File: src/rtl/regfile_mp_pkg.sv
// regfile_mp shared types and defaults.
// FSM state encoding and default geometry.
package regfile_mp_pkg;

  typedef enum logic {
    IDLE  = 1'b0,
    SWEEP = 1'b1
  } state_t;

  localparam int DEF_DATA_W   = 32;
  localparam int DEF_ADDR_W   = 4;
  localparam int DEF_NUM_RD   = 2;
  localparam int DEF_ZERO_REG = 1;

endpackage

File: src/rtl/regfile_mp_if.sv
// regfile_mp bus: read ports, write, reserve, clear.
// master drives requests, slave is the register file.
interface regfile_mp_if
  import regfile_mp_pkg::*;
#(
  parameter int DATA_W = DEF_DATA_W,
  parameter int ADDR_W = DEF_ADDR_W,
  parameter int NUM_RD = DEF_NUM_RD
);

  logic [NUM_RD*ADDR_W-1:0] rd_addr;
  logic [NUM_RD*DATA_W-1:0] rd_data;
  logic [NUM_RD-1:0]        rd_pend;
  logic                     wr_en;
  logic [ADDR_W-1:0]        wr_addr;
  logic [DATA_W-1:0]        wr_data;
  logic                     wr_ready;
  logic                     rsv_en;
  logic [ADDR_W-1:0]        rsv_addr;
  logic                     clr_req;
  logic                     busy;

  modport master (
    output rd_addr, wr_en, wr_addr, wr_data,
    output rsv_en, rsv_addr, clr_req,
    input  rd_data, rd_pend, wr_ready, busy
  );

  modport slave (
    input  rd_addr, wr_en, wr_addr, wr_data,
    input  rsv_en, rsv_addr, clr_req,
    output rd_data, rd_pend, wr_ready, busy
  );

endinterface

File: src/rtl/regfile_mp_scoreboard.sv
// Pending-write bit per entry.
// set beats clear on the same entry; flush wipes all.
module regfile_mp_scoreboard
  import regfile_mp_pkg::*;
#(
  parameter int ADDR_W = DEF_ADDR_W,
  parameter int NUM_RD = DEF_NUM_RD
) (
  input  logic                     clk,
  input  logic                     reset_n,
  input  logic                     flush,
  input  logic                     set_en,
  input  logic [ADDR_W-1:0]        set_addr,
  input  logic                     clr_en,
  input  logic [ADDR_W-1:0]        clr_addr,
  input  logic [NUM_RD*ADDR_W-1:0] look_addr,
  output logic [NUM_RD-1:0]        look_pend
);

  localparam int DEPTH = 2**ADDR_W;

  logic [DEPTH-1:0] pend_q;

  // pending bits: clear then set so a new producer wins
  always_ff @(posedge clk or negedge reset_n) begin
    if (!reset_n) begin
      pend_q <= '0;
    end else if (flush) begin
      pend_q <= '0;
    end else begin
      if (clr_en) pend_q[clr_addr] <= 1'b0;
      if (set_en) pend_q[set_addr] <= 1'b1;
    end
  end

  // per-port lookup
  always_comb begin
    look_pend = '0;
    for (int k = 0; k < NUM_RD; k++) begin
      look_pend[k] = pend_q[look_addr[k*ADDR_W +: ADDR_W]];
    end
  end

endmodule

File: src/rtl/regfile_mp.sv
// Multi-port register file with pending bits,
// write bypass and a zeroing sweep on reset/clear.
module regfile_mp
  import regfile_mp_pkg::*;
#(
  parameter int DATA_W   = DEF_DATA_W,
  parameter int ADDR_W   = DEF_ADDR_W,
  parameter int NUM_RD   = DEF_NUM_RD,
  parameter int ZERO_REG = DEF_ZERO_REG
) (
  input logic        clk,
  input logic        reset_n,
  regfile_mp_if.slave bus
);

  localparam int DEPTH = 2**ADDR_W;
  localparam logic [ADDR_W-1:0] LAST =
    ADDR_W'(DEPTH - 1);

  state_t            state;
  logic [ADDR_W-1:0] ptr;
  logic              busy;
  logic              wr_acc;
  logic              rsv_acc;
  logic [NUM_RD-1:0] sb_pend;
  logic [DATA_W-1:0] mem [DEPTH];

  function automatic logic is_zero(
    input logic [ADDR_W-1:0] a
  );
    return (ZERO_REG != 0) && (a == '0);
  endfunction

  assign busy         = (state == SWEEP);
  assign bus.busy     = busy;
  assign bus.wr_ready = ~busy;

  assign wr_acc  = bus.wr_en & ~busy &
                   ~is_zero(bus.wr_addr);
  assign rsv_acc = bus.rsv_en & ~busy &
                   ~is_zero(bus.rsv_addr);

  // sweep FSM: ptr walks 0..DEPTH-1, clr_req restarts
  always_ff @(posedge clk or negedge reset_n) begin
    if (!reset_n) begin
      state <= SWEEP;
      ptr   <= '0;
    end else begin
      unique case (state)
        IDLE: begin
          if (bus.clr_req) begin
            state <= SWEEP;
            ptr   <= '0;
          end
        end
        SWEEP: begin
          if (bus.clr_req) begin
            ptr <= '0;
          end else if (ptr == LAST) begin
            state <= IDLE;
            ptr   <= '0;
          end else begin
            ptr <= ptr + 1'b1;
          end
        end
        default: begin
          state <= SWEEP;
          ptr   <= '0;
        end
      endcase
    end
  end

  // storage: sweep zeroes, otherwise accepted writes
  always_ff @(posedge clk) begin
    if (busy) begin
      mem[ptr] <= '0;
    end else if (wr_acc) begin
      mem[bus.wr_addr] <= bus.wr_data;
    end
  end

  regfile_mp_scoreboard #(
    .ADDR_W (ADDR_W),
    .NUM_RD (NUM_RD)
  ) u_sb (
    .clk       (clk),
    .reset_n   (reset_n),
    .flush     (busy),
    .set_en    (rsv_acc),
    .set_addr  (bus.rsv_addr),
    .clr_en    (wr_acc),
    .clr_addr  (bus.wr_addr),
    .look_addr (bus.rd_addr),
    .look_pend (sb_pend)
  );

  for (genvar k = 0; k < NUM_RD; k++) begin : g_rd
    logic [ADDR_W-1:0] ra;
    logic              hit;
    logic              mask;

    assign ra   = bus.rd_addr[k*ADDR_W +: ADDR_W];
    assign hit  = wr_acc & (bus.wr_addr == ra);
    assign mask = busy | is_zero(ra);

    assign bus.rd_data[k*DATA_W +: DATA_W] =
      mask ? '0 :
      hit  ? bus.wr_data : mem[ra];
    assign bus.rd_pend[k] =
      ~mask & ~hit & sb_pend[k];
  end

endmodule

File: src/flat_wrapper.sv
// flat-port wrapper written by rule: the top's interface ports become plain ports
module regfile_mp_flat import regfile_mp_pkg::*;
#(
  parameter int DATA_W   = DEF_DATA_W,
  parameter int ADDR_W   = DEF_ADDR_W,
  parameter int NUM_RD   = DEF_NUM_RD,
  parameter int ZERO_REG = DEF_ZERO_REG
)
  (clk, reset_n, bus_rd_addr, bus_wr_en, bus_wr_addr, bus_wr_data, bus_rsv_en, bus_rsv_addr, bus_clr_req, bus_rd_data, bus_rd_pend, bus_wr_ready, bus_busy);
  regfile_mp_if #(.DATA_W(DATA_W), .ADDR_W(ADDR_W), .NUM_RD(NUM_RD)) bus_i ();
  input logic clk;
  input logic reset_n;
  input wire logic [$bits(bus_i.rd_addr)-1:0] bus_rd_addr;
  input wire logic [$bits(bus_i.wr_en)-1:0] bus_wr_en;
  input wire logic [$bits(bus_i.wr_addr)-1:0] bus_wr_addr;
  input wire logic [$bits(bus_i.wr_data)-1:0] bus_wr_data;
  input wire logic [$bits(bus_i.rsv_en)-1:0] bus_rsv_en;
  input wire logic [$bits(bus_i.rsv_addr)-1:0] bus_rsv_addr;
  input wire logic [$bits(bus_i.clr_req)-1:0] bus_clr_req;
  output wire logic [$bits(bus_i.rd_data)-1:0] bus_rd_data;
  output wire logic [$bits(bus_i.rd_pend)-1:0] bus_rd_pend;
  output wire logic [$bits(bus_i.wr_ready)-1:0] bus_wr_ready;
  output wire logic [$bits(bus_i.busy)-1:0] bus_busy;
  assign bus_i.rd_addr = bus_rd_addr;
  assign bus_i.wr_en = bus_wr_en;
  assign bus_i.wr_addr = bus_wr_addr;
  assign bus_i.wr_data = bus_wr_data;
  assign bus_i.rsv_en = bus_rsv_en;
  assign bus_i.rsv_addr = bus_rsv_addr;
  assign bus_i.clr_req = bus_clr_req;
  assign bus_rd_data = bus_i.rd_data;
  assign bus_rd_pend = bus_i.rd_pend;
  assign bus_wr_ready = bus_i.wr_ready;
  assign bus_busy = bus_i.busy;
  regfile_mp #(.DATA_W(DATA_W), .ADDR_W(ADDR_W), .NUM_RD(NUM_RD), .ZERO_REG(ZERO_REG)) u_core (.clk(clk), .reset_n(reset_n), .bus(bus_i));
endmodule
File: config.mk
export PLATFORM = sky130hd
export DESIGN_NAME = regfile_mp_flat
export DESIGN_NICKNAME = d
export VERILOG_FILES = /design/src/rtl/regfile_mp_pkg.sv /design/src/rtl/regfile_mp_if.sv /design/src/rtl/regfile_mp_scoreboard.sv /design/src/rtl/regfile_mp.sv /design/src/flat_wrapper.sv
export SDC_FILE = /design/constraint.sdc
export NUM_CORES = 1
export LEC_CHECK = 0
export ABC_AREA = 1
export BUFFER_PORTS_ARGS = -buffer_cell sky130_fd_sc_hd__buf_2
export CAP_MARGIN = 20
export CORE_MARGIN = 10
export CORE_UTILIZATION = 56
export CTS_BUF_LIST = sky130_fd_sc_hd__clkbuf_16
export DETAILED_ROUTE_END_ITERATION = 16
export PLACE_DENSITY = 0.79
export SLEW_MARGIN = 30
export SYNTH_ARGS = -nofsm -noshare
export SYNTH_HDL_FRONTEND = slang
export SYNTH_SLANG_ARGS = --single-unit
File: constraint.sdc
create_clock -name clk -period 8.38 [get_ports clk]
set_input_delay 2.095 -clock clk [delete_from_list [all_inputs] [get_ports clk]]
set_output_delay 2.095 -clock clk [all_outputs]
set_load 0.005 [all_outputs]
After elaboration in Yosys (flattened, before gate mapping)
Memory sizes are Yosys's and may differ from the RTL's.
Index checks and enable logic that the tools add are counted.
Word-level totals
  bits in writable memories: 512
  input bits: 53
  register bits: 21
  bits in read-only memories: 0
  bits in latches: 0
  memories kept: 1
Cells by class
  reductions and logical operators: 7
  shifts and indexed selects: 0
  div/mod/pow operators: 0
  multiplexer cells: 32
  multipliers: 0
  order comparisons: 6
  eq/ne operators: 4
  add/subtract/negate cells: 1
  bitwise gates (word level): 22
Memories
  u_core.mem: words 16, bits a word 32, read ports 2, clocked after memory_dff 0, write ports 1, RTL line regfile_mp.sv:26  | logic [DATA_W-1:0] mem [DEPTH];
Operators by type and width (count)
  $mux W32: 5
  $mux W16: 4
  $reduce_or A32 Y1: 1
  $lt A4 B5 Y1 const B: 4
  $and A16 B16 Y16: 1
  $logic_not A4 Y1: 4
  $mux W4: 4
  $not A16 Y16: 1
  $or A16 B16 Y16: 1
  $mux W1: 13
  $and A1 B1 Y1: 10
  $bmux W1 S4: 2
  $demux W1 S4: 2
  $eq A4 B4 Y1: 2
  $ge A4 B1 Y1 const B: 2
  $pmux W4 S2: 1
  $not A1 Y1: 7
  $add A4 B1 Y4 const B: 1
  $eq A4 B4 Y1 const B: 1
  $logic_and A1 B1 Y1: 2
  $ne A2 B2 Y1 const B: 1
  $or A1 B1 Y1: 2
  $pmux W1 S2: 1

Longest topological paths before layout
Gate-level depths: netlist (run 1).
  word-level depth: 11
  gate-level depth with buffers: 13
  gate-level depth less buffers: 9

Modules after synthesis
Synthesis (run 1) repeated with hierarchy kept, for this count alone.
Unflattened totals
  cell total of the unflattened synthesis: 3992
  area total of the unflattened synthesis: 30131.4 µm²
Modules (own cells, without submodules)
  regfile_mp: area each 28957.8 µm², sequential area each 15501.1 µm², instances 1, cells each 3808
  regfile_mp_scoreboard: area each 1173.6 µm², sequential area each 400.4 µm², instances 1, cells each 184

Least setup slack after synthesis (run 1)
Ideal clock, no wire load.
  path type: input port to output port
  start point: input port bus_rd_addr[4]
  end point: output port bus_rd_data[54]
  cell stages on the path: 12
  data required time: 6.285 ns
  arrival time: 3.127 ns
  slack: 3.158 ns
  cells stage by stage: buf_4 -> inv_2 -> buf_6 -> buf_6 -> buf_2 -> nand2_1 -> nand3_1 -> nand2_1 -> nand2_1 -> nand3_2 -> nor2_1 -> nor2_2
Between the ends
  longest elaborated chain between the ends: 4
  elaborated cells between the ends (all ways): 7
Ends and longest elaborated chain
  start, declared: RTL line flat_wrapper.sv:13  | input wire logic [$bits(bus_i.rd_addr)-1:0] bus_rd_addr;
  parallel branches: the longest is 3 deep, another holds $mem_v2 Z16 W32
  $mux W32 (*): RTL line regfile_mp.sv:108  | mask ? '0 :
  end, declared: RTL line flat_wrapper.sv:20  | output wire logic [$bits(bus_i.rd_data)-1:0] bus_rd_data;
Every way passes the cells marked *.

Worst setup path after layout (run 1)
  start point: input port bus_rd_addr[2]
  end point: output port bus_rd_data[0]
The elaborated chain is that of the path after synthesis.

==> out/qor.log, run 1 <==
[outcome] status finished clean
[cts] TritonCTS clock tree built
[timing] setup TNS 0 ns
[synthesis] Seq cells post-synth 533
[cts] clock root buffer sky130_fd_sc_hd__clkbuf_16
[worst_setup_path] crit path capture bus_rd_data[0]
[timing] Peak Freq 142 MHz
[worst_setup_path] cell type of the slowest stage on the worst timing path sky130_fd_sc_hd__nand3_4
[global_route] met2 global-route usage 45.7%
[worst_setup_path] cell count of the worst reg-to-reg path 7
[timing] post-route fraction of the period consumed by the critical path 84.2%
[synthesis] share of flip-flops with an asynchronous set or reset after synthesis 3.94%
[worst_setup_path] worst-path cell chain buf_2 -> buf_4 -> inv_2 -> nand2_1 -> nand2_1 -> nor2_1 -> nand3_4 -> buf_4 -> nand3_1 -> nor2_1 -> nor2_1 -> buf_2
[cts] hold bufs inserted after CTS 0
[final_layout] share of cells above drive strength 1 8.72%
[floorplan] number of I/O pins 121
[timing] number of setup violations in the final report 0
[synthesis] top cell type's share of synthesized area 50.4%
[worst_setup_path] path length in cells of the critical path 12
[worst_setup_path] largest fanout of any net on the critical path 30
[floorplan] overall die width 253 um
[cts] clock-pin transition on the worst setup and hold timing paths 0.06 ns
[placement] weighted congestion reported at the end of routability-driven placement 0.879
[worst_setup_path] family of cells with the greatest summed delay on the critical path buffers and inverters
[global_route] largest net degree at the start of global routing 195
[placement] quantity of I/O buffers inserted on ports 120
[drt] wire length per cell after detailed routing 19.5 um
[synthesis] largest cells by area after synthesis sky130_fd_sc_hd__edfxtp_1, sky130_fd_sc_hd__nand2_1, sky130_fd_sc_hd__nand3_1
[worst_setup_path] critical path's largest stage delay 0.63 ns
[worst_setup_path] data required time of the critical path 6.29 ns
[timing] Min Clock Period, post-route 7.06 ns
[global_route] first-pass GRT wire length 140000 um
[global_route] initial antenna violation count 2
[drt] count of nets left with antenna violations after detail routing 0
[floorplan] Initial Utilization 56.6%
[cts] total number of clock tree sinks 533
[placement] worst-case setup slack after placement 1.42 ns
[power_and_ir_drop] Leakage Power 16.0 nW
[worst_setup_path] CP endpoint kind output port
[timing] worst setup skew after layout 0.0181 ns
[worst_setup_path] launch instance of the worst register-to-register path u_core.bus.busy
[floorplan] placeable core region 0.0539 mm2
[timing] headroom to the max-slew limit 33.4%
[drt] vias post-DR 26585
[timing] final hold violation count 0
[synthesis] area of the mapped netlist 0.0305 mm2
[job] number of violations of the max-capacitance limit 0
[worst_setup_path] sum of buffers and inverters on the critical path 5
[cts] number of gates given a new drive strength after cts 0
[synthesis] leading area contributor after synthesis sky130_fd_sc_hd__edfxtp_1
[timing] Pins Over Slew Limit 0
[cts] post-CTS repair timing setup buffer count 0
[min_path] path class of the lowest-slack min-delay path reg -> reg
[timing] Worst Setup Slack, final 1.32 ns
[cts] total CTS buffers 55
[timing] slew of the pin with the lowest slew margin 0.999 ns
[synthesis] Syn Nets 4027
[cts] number of buffers between clock root and the deepest sink 3
[final_layout] most common cell after layout, fill and taps aside sky130_fd_sc_hd__nand2_1
[timing] setup repair after global routing missed its margin false
[synthesis] count of yosys warnings during synthesis 0
[worst_setup_path] critical path data arrival time 4.97 ns
[power_and_ir_drop] Max VDD drop 0.201 mV
[power_and_ir_drop] power density over the cells 180 mW/mm2
[worst_setup_path] classification of the worst setup path in -> out
[global_route] met3 usage in global routing 5.32%
[floorplan] Core Rows 85
[cts] Worst-Skew Late Latency 0.63 ns
[global_route] Remaining Overflow, GRT 0
[global_route] total global-route track usage 28.0%
[global_route] met1 demand-to-capacity share in global routing 34.8%
[floorplan] die area 0.0642 mm2
[synthesis] distinct cell type count of the synthesized netlist 26
[global_route] via count of the first global-routing pass 24935
[worst_setup_path] Most Frequent Cell on Critical Path sky130_fd_sc_hd__nor2_1
[drt] Avg Vias per Cell 5.66
[drt] count of TritonRoute iterations in the first routing pass 6
[final_layout] area grow syn2layout 8.44%
[final_layout] commonest cells after routing, fill and taps aside sky130_fd_sc_hd__nand2_1, sky130_fd_sc_hd__nand3_1, sky130_fd_sc_hd__inv_1
[worst_setup_path] worst reg2reg path endpoint u_core.mem[4][17]
[drt] Initial DRC Count 3082
[worst_setup_path] timing startpoint of the critical path bus_rd_addr[2]
[final_layout] diodes inserted 0
[global_route] global route hottest layer met2
[floorplan] die span in y 253 um
[final_layout] Net count, final 4013
[drt] wirelength, routed 91800 um
[synthesis] number of enable-type register cells in the synthesized netlist 512
[worst_setup_path] type of origin of the critical path primary input
[synthesis] syn avg cell area 7.68 um2
[placement] detailed placement HPWL 49100 um
[cts] H-tree Lvls 2
[worst_setup_path] flop2flop setup slack 4.24 ns
[synthesis] register area share after synthesis 52.1%
[drt] DRC violation count after routing 0
[synthesis] most used flip-flop cell after synthesis sky130_fd_sc_hd__edfxtp_1
[synthesis] post-synthesis instance total 3973
-- per-layer routing --
layer | part of all wire (%) | routed length (um)
met1 | 36 | 33500
met2 | 47 | 42800
met3 | 12 | 10800
met4 | 5.2 | 4790
met5 | 0.0076 | 7
-- flip-flops by register name, summed over array words and instances (netlist names) --
name and flops:
u_core.mem 512, u_core.u_sb.pend_q 16, u_core.ptr 4, u_core.bus.busy 1
-- worst reg2reg max path, stage by stage (launching register included) --
cell,delay (ns)
sky130_fd_sc_hd__dfstp_2,0.91
sky130_fd_sc_hd__clkinv_2,0.27
sky130_fd_sc_hd__nand3_2,0.65
sky130_fd_sc_hd__o21ai_0,0.28
sky130_fd_sc_hd__inv_1,0.13
sky130_fd_sc_hd__nand2_1,0.24
sky130_fd_sc_hd__nor2_4,0.85
sky130_fd_sc_hd__buf_4,0.48
-- cell families (layout without fill, tap and decap cells) --
family	Yosys count	count (layout)	share of synthesized area (%)
flip-flops	533	533	52.1
AND/OR/NAND/NOR	2506	2506	34.6
adder cells (fa/ha/maj)	1	1	0.0410
XOR/XNOR	1	1	0.0287
buffers and inverters	814	843	11.1
AO/OA/AOI/OAI	118	118	2.09
-- worst min path at each step --
| stage | to | cells after the start | start | slack, ns |
|---|---|---|---|---|
| floorplan | u_core.u_sb.pend_q[0] | 2 | u_core.u_sb.pend_q[0] | 0.48 |
| global placement | u_core.u_sb.pend_q[0] | 2 | u_core.u_sb.pend_q[0] | 0.50 |
| detailed placement | u_core.u_sb.pend_q[0] | 2 | u_core.u_sb.pend_q[0] | 0.50 |
| CTS | u_core.u_sb.pend_q[0] | 2 | u_core.u_sb.pend_q[0] | 0.51 |
| global route | u_core.u_sb.pend_q[0] | 2 | u_core.u_sb.pend_q[0] | 0.55 |
| finish | u_core.u_sb.pend_q[0] | 2 | u_core.u_sb.pend_q[0] | 0.52 |
-- through the flow --
stage                     hold slack, ns  cell area, um2  util (%)  total power, mW  cells
final                              0.520           33100      61.3             5.94   4698
after global routing               0.552           33100      61.3             6.11   4698
after CTS                          0.514           33000      61.3             5.92   4698
after detailed placement           0.505           31400      58.2             3.66   4598
after global placement             0.503           31400      58.2             3.66   4598
after floorplan                    0.479           30500         -             3.46   3973
-- area by class of cell --
type / count / area [um2]
fill: 4458 / 20800
clock inverter: 45 / 285
inverter: 577 / 2190
tap: 696 / 871
multi-input combinational: 2626 / 11400
sequential: 533 / 15900
clock buffer: 55 / 1380
timing repair buffer: 166 / 1050
-- cells in the mapped netlist, types with 12 or more instances --
cell / number
sky130_fd_sc_hd__buf_6: 19
sky130_fd_sc_hd__nand3_2: 52
sky130_fd_sc_hd__dfrtp_1: 20
sky130_fd_sc_hd__o21ai_1: 47
sky130_fd_sc_hd__buf_2: 118
sky130_fd_sc_hd__clkbuf_1: 63
sky130_fd_sc_hd__nor2_1: 317
sky130_fd_sc_hd__inv_1: 567
sky130_fd_sc_hd__buf_1: 25
sky130_fd_sc_hd__o21ai_0: 45
sky130_fd_sc_hd__nand2_1: 1497
sky130_fd_sc_hd__buf_4: 12
sky130_fd_sc_hd__nand3_1: 625
sky130_fd_sc_hd__edfxtp_1: 512
sky130_fd_sc_hd__a21oi_1: 22
-- power by group --
part | switching [mW] | internal [mW] | total (mW)
registers | 0.0122 | 2.94 | 2.95
logic | 0.491 | 0.187 | 0.678
clock network | 1.03 | 1.28 | 2.31
Note: power is estimated with default switching activity, not from simulation.
==> run 2: changes to the inputs <==
--- a/config.mk
+++ b/config.mk
@@ -5,14 +5,14 @@
 export SDC_FILE = /design/constraint.sdc
 export NUM_CORES = 1
 export LEC_CHECK = 0
-export ABC_AREA = 1
+export ABC_AREA = 0
 export BUFFER_PORTS_ARGS = -buffer_cell sky130_fd_sc_hd__buf_2
 export CAP_MARGIN = 20
 export CORE_MARGIN = 10
 export CORE_UTILIZATION = 56
 export CTS_BUF_LIST = sky130_fd_sc_hd__clkbuf_16
 export DETAILED_ROUTE_END_ITERATION = 16
-export PLACE_DENSITY = 0.79
+export PLACE_DENSITY = 0.8
 export SLEW_MARGIN = 30
 export SYNTH_ARGS = -nofsm -noshare
 export SYNTH_HDL_FRONTEND = slang
==> constraint.sdc (replaced) <==
create_clock -name clk -period 7.2 [get_ports clk]
set_input_delay 1.8 -clock clk [delete_from_list [all_inputs] [get_ports clk]]
set_output_delay 1.8 -clock clk [all_outputs]
set_load 0.005 [all_outputs]
==> out/qor.log, run 2 <==
[outcome] status finished clean
[final_layout] registers with the most flip-flops u_core.mem x512, u_core.u_sb.pend_q x15, u_core.ptr x4
[synthesis] count of yosys warnings during synthesis 0
[worst_setup_path] flop2flop setup slack 3.31 ns
[floorplan] die span in y 233 um
[final_layout] share of cells above drive strength 1 36.7%
[floorplan] Initial Utilization 56.9%
[worst_setup_path] Most Frequent Cell on Critical Path sky130_fd_sc_hd__buf_4
[cts] number of gates given a new drive strength after cts 0
[worst_setup_path] largest fanout of any net on the critical path 48
[cts] clock-pin transition on the worst setup and hold timing paths 0.07 ns
[power_and_ir_drop] net switching component of the power 1.48 mW
[synthesis] most used standard cells in the synthesized netlist sky130_fd_sc_hd__edfxtp_1, sky130_fd_sc_hd__mux4_2, sky130_fd_sc_hd__a22oi_1
[synthesis] largest cells by area after synthesis sky130_fd_sc_hd__edfxtp_1, sky130_fd_sc_hd__mux4_2, sky130_fd_sc_hd__a22oi_1
[cts] Worst-Skew Late Latency 0.58 ns
[worst_setup_path] worst-path cell chain buf_4 -> buf_4 -> mux4_2 -> a22oi_1 -> nand2_1 -> a22o_1 -> buf_2
[floorplan] overall die width 233 um
[synthesis] Syn Nets 1399
[synthesis] distinct cell type count of the synthesized netlist 45
[placement] placed insts 2000
[placement] quantity of I/O buffers inserted on ports 120
[worst_setup_path] sum of buffers and inverters on the critical path 3
[drt] Avg Vias per Cell 7.46
[floorplan] die area 0.0541 mm2
[drt] wirelength, routed 70900 um
[power_and_ir_drop] power density over the cells 232 mW/mm2
[synthesis] area of the mapped netlist 0.0253 mm2
[worst_setup_path] type of origin of the critical path primary input
[timing] final hold violation count 0
[synthesis] top cell type's share of synthesized area 60.8%
[placement] instance area after placement 0.0269 mm2
[cts] post-CTS repair timing setup buffer count 0
[cts] number of buffers between clock root and the deepest sink 3
[worst_setup_path] classification of the worst setup path in -> out
[final_layout] diodes inserted 0
[power_and_ir_drop] sequential cell fraction of total power 51.9%
[placement] detailed placement HPWL 42800 um
[placement] weighted congestion reported at the end of routability-driven placement 0.873
[final_layout] number of fillers in the final layout 2821
[cts] total number of clock tree sinks 532
[drt] Initial DRC Count 2465
[final_layout] Net count, final 1517
[timing] slew of the pin with the lowest slew margin 1.05 ns
[timing] Min Clock Period, post-route 6.08 ns
[global_route] total global-route track usage 26.2%
[drt] vias post-DR 15620
[timing] number of setup violations in the final report 0
[floorplan] number of I/O pins 121
[power_and_ir_drop] clock network fraction of total power 39.7%
[power_and_ir_drop] Comb power frac 8.3%
[cts] TritonCTS clock tree built
[timing] setup TNS 0 ns
[cts] clock root buffer sky130_fd_sc_hd__clkbuf_16
[power_and_ir_drop] Leakage Power 9.98 nW
[worst_setup_path] critical path data arrival time 4.28 ns
[worst_setup_path] cell type of the slowest stage on the worst timing path sky130_fd_sc_hd__buf_4
[final_layout] commonest cells after routing, fill and taps aside sky130_fd_sc_hd__edfxtp_1, sky130_fd_sc_hd__mux4_2, sky130_fd_sc_hd__a22oi_1
[power_and_ir_drop] Max VDD drop 0.215 mV
[drt] DRC violation count after routing 0
[power_and_ir_drop] total power draw 6.65 mW
[final_layout] most common cell after layout, fill and taps aside sky130_fd_sc_hd__edfxtp_1
[timing] post-route fraction of the period consumed by the critical path 84.4%
[worst_setup_path] critical path's largest stage delay 0.70 ns
[final_layout] final cell count without fillers 2095
[global_route] Remaining Overflow, GRT 0
[worst_setup_path] CP endpoint kind output port
[synthesis] register area share after synthesis 62.8%
[floorplan] placeable core region 0.0444 mm2
[power_and_ir_drop] design internal power 5.17 mW
[global_route] first-pass GRT wire length 104000 um
[synthesis] most used standard cell by instance count after synthesis sky130_fd_sc_hd__edfxtp_1
[timing] Peak Freq 165 MHz
[synthesis] share of flip-flops with an asynchronous set or reset after synthesis 3.76%
[job] number of violations of the max-capacitance limit 0
[synthesis] Seq cells post-synth 532
[global_route] via count of the first global-routing pass 15941
[cts] H-tree Lvls 2
[floorplan] Core Rows 77
[final_layout] largest register by flop count u_core.mem
[synthesis] post-synthesis instance total 1345
[final_layout] final design utilization 64.4%
[drt] wire length per cell after detailed routing 33.9 um
[final_layout] area grow syn2layout 13.2%
[worst_setup_path] family of cells with the greatest summed delay on the critical path buffers and inverters
[power_and_ir_drop] Sw Ratio 22.3%
[synthesis] leading area contributor after synthesis sky130_fd_sc_hd__edfxtp_1
[drt] count of nets left with antenna violations after detail routing 0
[min_path] path class of the lowest-slack min-delay path reg -> reg
[timing] worst setup skew after layout 0.0187 ns
[cts] hold bufs inserted after CTS 0
[cts] total CTS buffers 51
[timing] setup repair after global routing missed its margin false
[worst_setup_path] data required time of the critical path 5.40 ns
[timing] Pins Over Slew Limit 0
[drt] count of TritonRoute iterations in the first routing pass 6
[synthesis] number of enable-type register cells in the synthesized netlist 512
[final_layout] number of flip-flops under the largest register name 512
[synthesis] syn avg cell area 18.8 um2
[global_route] initial antenna violation count 0
[global_route] largest net degree at the start of global routing 95
[final_layout] final instance area 0.0286 mm2
[timing] headroom to the max-slew limit 30.3%
[synthesis] most used flip-flop cell after synthesis sky130_fd_sc_hd__edfxtp_1
[run 2: cell types whose count changed after synthesis, sizes merged, moves of 11 or more]
cell,before,now
a22oi,0,124
inv,576,5
o21ai,93,13
nand2,1497,82
buf,174,72
nand3,677,8
nor2,326,27
and2,0,35
clkbuf,63,41
mux4,0,264
a22o,0,64
mux2i,0,11
[run 2: worst paths after layout]
| kind | from | to | cells past startpoint |
|---|---|---|---|
| max | bus_rd_addr[6] | bus_rd_data[34] | 7 |
| min | u_core.u_sb.pend_q[9] | u_core.u_sb.pend_q[9] | 2 |
| max reg2reg | u_core.bus.busy | u_core.mem[9][29] | 6 |
| min reg2reg | u_core.u_sb.pend_q[9] | u_core.u_sb.pend_q[9] | 2 |
| max in group asynchronous | reset_n | u_core.bus.busy | 1 |
| min in group asynchronous | reset_n | u_core.u_sb.pend_q[8] | 1 |
[run 2: cell type report]
class                      instances  area (um2)  share of cell area [%]
multi-input combinational        694        8980                    31.4
sequential                       532       15900                    55.5
clock inverter                    40         317                    1.11
timing repair buffer             178        1360                    4.73
inverter                           6        22.5                  0.0787
tap                              592         741                    2.59
clock buffer                      53        1330                    4.63
[run 2: worst reg2reg max path, cell delays in order, from the launching register on]
cell,delay (ns)
sky130_fd_sc_hd__dfstp_2,0.53
sky130_fd_sc_hd__and2b_1,0.41
sky130_fd_sc_hd__nor2b_4,0.25
sky130_fd_sc_hd__buf_4,0.59
sky130_fd_sc_hd__a32oi_1,0.44
sky130_fd_sc_hd__nor2_4,0.73
sky130_fd_sc_hd__buf_4,0.57
[run 2: kinds of logic (layout without fill, tap and decap cells)]
kind of cell               count (synthesis)  count (layout)  synth area share (%)
xor gates and xnor gates                   9               9                 0.312
and+or+nand+nor                          178             178                  3.44
adders and majority gates                  1               1                0.0495
muxes                                    275             275                  23.9
DFF                                      532             532                  62.8
AOI/OAI and AO/OA                        231             231                  6.93
buffers and inverters                    119             277                  2.54
[run 2: power by group through the flow]
stage	clock, mW	combinational (mW)	sequential [mW]
finish	2.64	0.555	3.46
global route	2.77	0.581	3.46
CTS	2.65	0.547	3.45
detailed placement	0	0.539	3.52
global placement	0	0.513	3.51
floorplan	0	0.363	3.50
[run 2: metrics by stage]
| stage | hold WS (ns) | worst slack, ns |
|---|---|---|
| after detailed placement | 0.560 | 1.19 |
| after global placement | 0.524 | 1.15 |
| final | 0.577 | 1.12 |
| after CTS | 0.571 | 1.17 |
| after global routing | 0.612 | 1.04 |
| after floorplan | 0.496 | 2.18 |
[run 2: per-layer routing]
layer	share of wire, %	track usage [%]	routed length [um]
met4	3.6	10.2	2590
met1	34	33.4	23800
met3	12	5.44	8870
met2	50	43.5	35600
met5	0	0	0
